<file path="src/rtl/arm_fetch_pkg.sv">
// Shared constants and FSM state type for the instruction fetch stage.
package arm_fetch_pkg;

  localparam logic [31:0] ARM_RESET_PC = 32'h0000_0000;
  localparam int unsigned ARM_INST_W   = 32;
  localparam logic [31:0] ARM_PC_INC   = 32'd4;

  typedef enum logic [1:0] {
    FETCH_IDLE    = 2'd0,
    FETCH_REQ     = 2'd1,
    FETCH_DISCARD = 2'd2
  } fetch_state_t;

  function automatic logic [31:0] word_align(input logic [31:0] addr);
    return {addr[31:2], 2'b00};
  endfunction

endpackage

</file>
<file path="src/rtl/arm_fetch_fifo.sv">
// Prefetch FIFO holding {instruction, pc} pairs; head is read directly from storage.
module arm_fetch_fifo #(
  parameter int unsigned WIDTH = 64,
  parameter int unsigned DEPTH = 2
) (
  input  logic                     clk,
  input  logic                     rst_n,
  input  logic                     push,
  input  logic                     pop,
  input  logic                     flush,
  input  logic [WIDTH-1:0]         din,
  output logic [WIDTH-1:0]         dout,
  output logic                     empty,
  output logic                     full,
  output logic [$clog2(DEPTH):0]   count
);

  localparam int unsigned AW = $clog2(DEPTH);
  localparam int unsigned CW = AW + 1;

  logic [WIDTH-1:0] mem [DEPTH];
  logic [AW-1:0]    wr_ptr;
  logic [AW-1:0]    rd_ptr;
  logic             do_push;
  logic             do_pop;

  assign empty   = (count == '0);
  assign full    = (count == CW'(DEPTH));
  assign do_pop  = pop && !empty;
  assign do_push = push && (!full || do_pop);
  assign dout    = mem[rd_ptr];

  // Flush wins over any concurrent push or pop.
  always_ff @(posedge clk or negedge rst_n) begin
    if (!rst_n) begin
      mem    <= '{default: '0};
      wr_ptr <= '0;
      rd_ptr <= '0;
      count  <= '0;
    end else if (flush) begin
      wr_ptr <= '0;
      rd_ptr <= '0;
      count  <= '0;
    end else begin
      if (do_push) begin
        mem[wr_ptr] <= din;
        wr_ptr      <= wr_ptr + AW'(1);
      end
      if (do_pop) begin
        rd_ptr <= rd_ptr + AW'(1);
      end
      if (do_push && !do_pop) begin
        count <= count + CW'(1);
      end else if (!do_push && do_pop) begin
        count <= count - CW'(1);
      end
    end
  end

endmodule

</file>
<file path="src/rtl/arm_fetch.sv">
// Instruction fetch stage: owns fetch PC, issues single-outstanding imem reads,
// buffers returned words with their PCs and presents them to decode.
module arm_fetch
  import arm_fetch_pkg::*;
#(
  parameter logic [31:0] RESET_PC  = ARM_RESET_PC,
  parameter int unsigned BUF_DEPTH = 2
) (
  input  logic                  clk,
  input  logic                  rst_n,
  output logic                  imem_req,
  output logic [31:0]           imem_addr,
  input  logic                  imem_ack,
  input  logic [ARM_INST_W-1:0] imem_rdata,
  output logic [ARM_INST_W-1:0] inst,
  output logic [31:0]           inst_pc,
  output logic                  inst_valid,
  input  logic                  inst_ready,
  input  logic                  redirect,
  input  logic [31:0]           redirect_pc
);

  localparam int unsigned CW = $clog2(BUF_DEPTH) + 1;

  fetch_state_t    state;
  fetch_state_t    state_next;
  logic [31:0]     fetch_pc;
  logic [31:0]     fetch_pc_next;
  logic [31:0]     pc_plus;
  logic [31:0]     redirect_target;
  logic            req_next;
  logic [31:0]     addr_next;

  logic            push;
  logic            pop;
  logic            fifo_empty;
  logic            fifo_full;
  logic [CW-1:0]   count;
  logic [CW-1:0]   count_next;
  logic            space;
  logic [ARM_INST_W+31:0] fifo_dout;
  logic            unused_ok;

  assign pc_plus         = fetch_pc + ARM_PC_INC;
  assign redirect_target = word_align(redirect_pc);

  // A redirect drops both the returning word and any decode pop.
  assign push = (state == FETCH_REQ) && imem_ack && !redirect;
  assign pop  = inst_valid && inst_ready && !redirect;

  // Occupancy after this cycle's push/pop/flush; a request is only issued
  // when its response is guaranteed a free slot.
  always_comb begin
    count_next = count;
    if (redirect) begin
      count_next = '0;
    end else if (push && !pop) begin
      count_next = count + CW'(1);
    end else if (!push && pop) begin
      count_next = count - CW'(1);
    end
  end

  assign space = (count_next < CW'(BUF_DEPTH));

  always_comb begin
    state_next    = state;
    fetch_pc_next = fetch_pc;
    req_next      = imem_req;
    addr_next     = imem_addr;
    unique case (state)
      FETCH_IDLE: begin
        if (redirect) begin
          fetch_pc_next = redirect_target;
        end else if (space) begin
          state_next = FETCH_REQ;
          req_next   = 1'b1;
          addr_next  = fetch_pc;
        end
      end
      FETCH_REQ: begin
        if (redirect) begin
          fetch_pc_next = redirect_target;
          if (imem_ack) begin
            state_next = FETCH_IDLE;
            req_next   = 1'b0;
          end else begin
            state_next = FETCH_DISCARD;
          end
        end else if (imem_ack) begin
          fetch_pc_next = pc_plus;
          if (space) begin
            addr_next = pc_plus;
          end else begin
            state_next = FETCH_IDLE;
            req_next   = 1'b0;
          end
        end
      end
      FETCH_DISCARD: begin
        if (redirect) begin
          fetch_pc_next = redirect_target;
        end
        if (imem_ack) begin
          state_next = FETCH_IDLE;
          req_next   = 1'b0;
        end
      end
      default: begin
        state_next = FETCH_IDLE;
        req_next   = 1'b0;
      end
    endcase
  end

  always_ff @(posedge clk or negedge rst_n) begin
    if (!rst_n) begin
      state     <= FETCH_IDLE;
      fetch_pc  <= RESET_PC;
      imem_req  <= 1'b0;
      imem_addr <= RESET_PC;
    end else begin
      state     <= state_next;
      fetch_pc  <= fetch_pc_next;
      imem_req  <= req_next;
      imem_addr <= addr_next;
    end
  end

  arm_fetch_fifo #(
    .WIDTH (ARM_INST_W + 32),
    .DEPTH (BUF_DEPTH)
  ) u_fifo (
    .clk   (clk),
    .rst_n (rst_n),
    .push  (push),
    .pop   (pop),
    .flush (redirect),
    .din   ({imem_rdata, imem_addr}),
    .dout  (fifo_dout),
    .empty (fifo_empty),
    .full  (fifo_full),
    .count (count)
  );

  assign inst       = fifo_dout[ARM_INST_W+31:32];
  assign inst_pc    = fifo_dout[31:0];
  assign inst_valid = !fifo_empty;

  assign unused_ok = &{1'b0, redirect_pc[1:0], fifo_full};

endmodule

</file>
<file path="config.mk">
export PLATFORM = sky130hd
export DESIGN_NAME = arm_fetch
export DESIGN_NICKNAME = d
export VERILOG_FILES = /design/src/rtl/arm_fetch_pkg.sv /design/src/rtl/arm_fetch_fifo.sv /design/src/rtl/arm_fetch.sv
export SDC_FILE = /design/constraint.sdc
export NUM_CORES = 1
export LEC_CHECK = 0
export CAP_MARGIN = 15
export CORE_MARGIN = 2
export CORE_UTILIZATION = 40
export DETAILED_ROUTE_END_ITERATION = 7
export PLACE_DENSITY_LB_ADDON = 0.15
export SETUP_SLACK_MARGIN = 0.2
export SKIP_LAST_GASP = 1
export SYNTH_ARGS = -nofsm -noshare
export SYNTH_HDL_FRONTEND = slang
export SYNTH_SLANG_ARGS = --single-unit
</file>
<file path="constraint.sdc">
create_clock -name clk -period 3.9 [get_ports clk]
set_input_delay 0.78 -clock clk [delete_from_list [all_inputs] [get_ports clk]]
set_output_delay 0.78 -clock clk [all_outputs]
set_load 0.05 [all_outputs]
</file>
==> summary.txt <==
Pwr
  • P_sw: around 0.0048 W
  • Max VDD drop: between 0.4 and 0.5 mV
  • Clock power frac: 16.2%
  • Leakage component of the power: 4.796 nW
  • Areal power density over the cells: 904.9 nW/um^2
  • Fraction of power spent switching nets: approximately 45%
  • Sequential share of power: 31.7%
  • Comb power frac: a little over half
  • Power Internal: ~0.0059 W

Logic synthesis
  • Top cells by count, synth: 191 x sky130_fd_sc_hd__dfrtp_1, 185 x sky130_fd_sc_hd__mux2_2, 64 x sky130_fd_sc_hd__nor2_1
  • Unique masters post-synth: 53
  • Count of mapped cells out of synthesis: 816
  • Primary FF master, synth: sky130_fd_sc_hd__dfrtp_1
  • Flip-flop and latch count after synthesis: around 190
  • Proportion of netlist area held by the largest area contributor: about half
  • Ys async rst share: 100.0%
  • Largest cells by area after synthesis: sky130_fd_sc_hd__dfrtp_1 51%, sky130_fd_sc_hd__mux2_2 22%, sky130_fd_sc_hd__a21oi_1 3.2%
  • Syn Area/Cell: roughly 11 um^2
  • Most common cell in the synthesized netlist: sky130_fd_sc_hd__dfrtp_1
  • EDFF count, synth: 0
  • Yosys Warn Count: 0
  • Library cell with the largest summed area after synthesis: sky130_fd_sc_hd__dfrtp_1
  • Sequential-to-total area share from yosys stat: between 50% and 60%
  • Post-synthesis instance area: a little over 9000 um^2

Detailed routing
  • Routed wire length: about 22000 um
  • Final routed DRC violation total: 0
  • Mean number of vias per cell: 5.170
  • Initial drt markers: 364
  • Routed wirelength normalized by instance count: about 17 um
  • Routed via count: 6602
  • Remaining antenna violation count: 0
  • Router iterations before antenna repair: 5

Timing
  • Worst Skew: between 0.015 and 0.02 ns
  • Final hold violations: 0
  • Period Utilization, post-route: between 80% and 90%
  • Slew headroom: a little under a third
  • Max Transition Viols Final: 0
  • Clock period minus worst slack: 3.247 ns
  • Max Fclk: 308.0 MHz
  • Number of setup violations in the final report: 0
  • Final total negative setup slack: 0 ns
  • Setup repair after global routing missed its margin: no
  • Final worst slack: ~0.65 ns
  • Slew at the pin closest to its max-slew limit: 1.032 ns

Clock network
  • Clk sink count: around 190
  • Worst-Skew Late Latency: ~0.43 ns
  • Number of buffers created by CTS: 17
  • Number of resized instances in the post-cts repair step: 0
  • Quantity of hold-fixing buffers added after cts: 0
  • Maximum buffer depth of the clock tree: 2
  • Library cell used as clock root buffer: sky130_fd_sc_hd__clkbuf_16
  • Post-CTS setup buffer count: 0
  • H-tree Lvls: 4
  • Clock slew at the register clock pins of the worst setup and hold paths: approximately 0.08 ns
  • Clock tree from TritonCTS: done

Critical path
  • Required time of the critical path: between 3 and 4 ns
  • Reg2reg end: u_fifo.mem[3]
  • R2r setup slk: 1.51 ns
  • Maximum net fanout on the critical path: 15
  • Logic depth of the worst register-to-register path: 7
  • Type of element launching the critical path: register
  • Category of the critical setup timing path: register to output port
  • Startpoint of the lowest-slack register-to-register path: u_fifo.count[1]
  • Arrival time at the worst endpoint: between 2 and 2.5 ns
  • Kind of end point of the critical path: output port

GRT
  • First-pass GRT wire length: ~35000 um
  • Total track usage: between 15 and 20%
  • Number of antenna violations at the first check in global routing: 0
  • Congestion Overflow GR: 0
  • Via count of the first global-routing pass: roughly 6500
  • Pin count of the biggest net entering global routing: 81

Floorplan
  • Die X: around 160 um
  • Row cnt: 55
  • Number of primary I/O pins: 167
  • Initial core utilization: between 40% and 50%
  • Area inside the core boundary: about 23000 um^2
  • Die height: approximately 160 um
  • Total die area: ~25000 um^2

Placed design
  • Final estimated routing congestion in global placement: between 0.8 and 0.9
  • Detailed Place HPWL: around 15000 um
  • Post-DP Area: 11240 um^2
  • Count of input and output buffers: 160
  • Pre-CTS worst setup slack: just under 0.9 ns

Cells and area
  • Area of the multi-input gates: around 4300 um^2
  • Area of all placed cells without fillers: 11840 um^2
  • Combined flip-flop and latch cell area: approximately 4800 um^2
  • Filler Cells Inserted: between 2000 and 2500
  • Final cell utilization of the core: 51.96%
  • Layout area overhead: 27.01%
  • Final Net Count: between 1000 and 1500
  • Layout cells sized above 1: 25.62%
  • Antenna cell count: 0

Run status
  • Outcome: finished, final reports clean

Worst hold path
  • Hold WC Path Type: input port to asynchronous set/reset pin

Flow run
  • Max-capacitance violation count: 0
through the flow:
stage	cells	power, W	hold WS [ns]
finish	1277	0.01071	0.3397
global route	1277	0.01130	0.3810
CTS	1277	0.01082	0.3750
detailed placement	1245	0.009046	0.4675
global placement	1245	0.008986	0.4673
floorplan	819	0.007245	0.4444
sequential cells by signal, indices dropped and copies added (netlist names):
signal and cells:
u_fifo.rd_ptr 1, fetch_pc 30, state 2, u_fifo.count 2, u_fifo.mem 124, imem_addr 30
imem_req 1, u_fifo.wr_ptr 1
cells in the final DEF, fill, tap and decap left out, types with 5 or more instances in the layout:
| master | instances |
|---|---|
| sky130_fd_sc_hd__a31oi_1 | 5 |
| sky130_fd_sc_hd__clkbuf_16 | 17 |
| sky130_fd_sc_hd__and3_1 | 7 |
| sky130_fd_sc_hd__xnor2_1 | 18 |
| sky130_fd_sc_hd__nand3_1 | 18 |
| sky130_fd_sc_hd__nand2b_1 | 6 |
| sky130_fd_sc_hd__mux2_2 | 185 |
| sky130_fd_sc_hd__a211oi_1 | 8 |
| sky130_fd_sc_hd__a311oi_1 | 7 |
| sky130_fd_sc_hd__inv_6 | 6 |
| sky130_fd_sc_hd__o22ai_1 | 13 |
| sky130_fd_sc_hd__buf_4 | 14 |
| sky130_fd_sc_hd__a2bb2oi_1 | 9 |
| sky130_fd_sc_hd__and4_1 | 5 |
| sky130_fd_sc_hd__dfrtp_1 | 190 |
| sky130_fd_sc_hd__nor3_1 | 12 |
| sky130_fd_sc_hd__xor2_1 | 11 |
| sky130_fd_sc_hd__or3_1 | 5 |
| sky130_fd_sc_hd__nand4_1 | 10 |
| sky130_fd_sc_hd__a21oi_1 | 59 |
| sky130_fd_sc_hd__nor2_1 | 64 |
| sky130_fd_sc_hd__clkdlybuf4s50_1 | 159 |
| sky130_fd_sc_hd__o21ai_0 | 21 |
| sky130_fd_sc_hd__inv_1 | 5 |
| sky130_fd_sc_hd__nand2_1 | 46 |
| sky130_fd_sc_hd__and2_1 | 6 |
final cells by class:
class	instances	area share, %
clock buffer	18	3.710
timing repair buffer	178	15.13
sequential	191	40.39
clock inverter	14	1.321
tap	313	3.309
multi-input combinational	558	35.98
inverter	5	0.1586
layer usage:
| layer | GRT usage [%] | vias up | part of all wire [%] |
|---|---|---|---|
| met5 | 0 | - | 0 |
| met4 | 4.194 | 0 | 1.1 |
| met3 | 3.960 | 17 | 4.6 |
| met2 | 28.49 | 163 | 45 |
| met1 | 25.85 | 3239 | 49 |
| li1 | - | 3183 | - |
worst max-delay path by stage:
| stage | start | endpoint |
|---|---|---|
| finish | u_fifo.rd_ptr | inst[6] |
| detailed placement | imem_ack | u_fifo.mem[15] |
| CTS | u_fifo.rd_ptr | inst[6] |
| global placement | imem_ack | u_fifo.mem[17] |
| floorplan | redirect | u_fifo.mem[100] |
| global route | u_fifo.rd_ptr | inst[2] |
critical path, stage by stage (launching register included):
cell and delay, ns:
sky130_fd_sc_hd__dfrtp_2 0.62, sky130_fd_sc_hd__buf_4 0.33, sky130_fd_sc_hd__mux2_2 0.37, sky130_fd_sc_hd__clkdlybuf4s50_1 0.71
power by group through the flow:
stage	Sequential (W)	Combinational, W	Clock [W]
6_report	0.00339	0.00558	0.00174
5_1_grt	0.00352	0.00590	0.00187
2_1_floorplan	0.00372	0.00353	0
4_1_cts	0.00340	0.00563	0.00179
3_5_place_dp	0.00344	0.00560	0
3_3_place_gp	0.00342	0.00557	0
cell families (layout without fill, tap and decap cells):
kind of cell	after synthesis	in the layout	synth area share (%)
AND/OR/NAND/NOR	198	198	10.43
XOR/XNOR	29	29	2.726
adder cells (fa/ha/maj)	3	3	0.4028
AO/OA/AOI/OAI	138	138	9.130
multiplexers	186	186	22.46
flip-flops	191	191	51.29
buffers and inverters	70	215	3.518
other	1	4	0.04024
(Power assumes the default switching activity.)
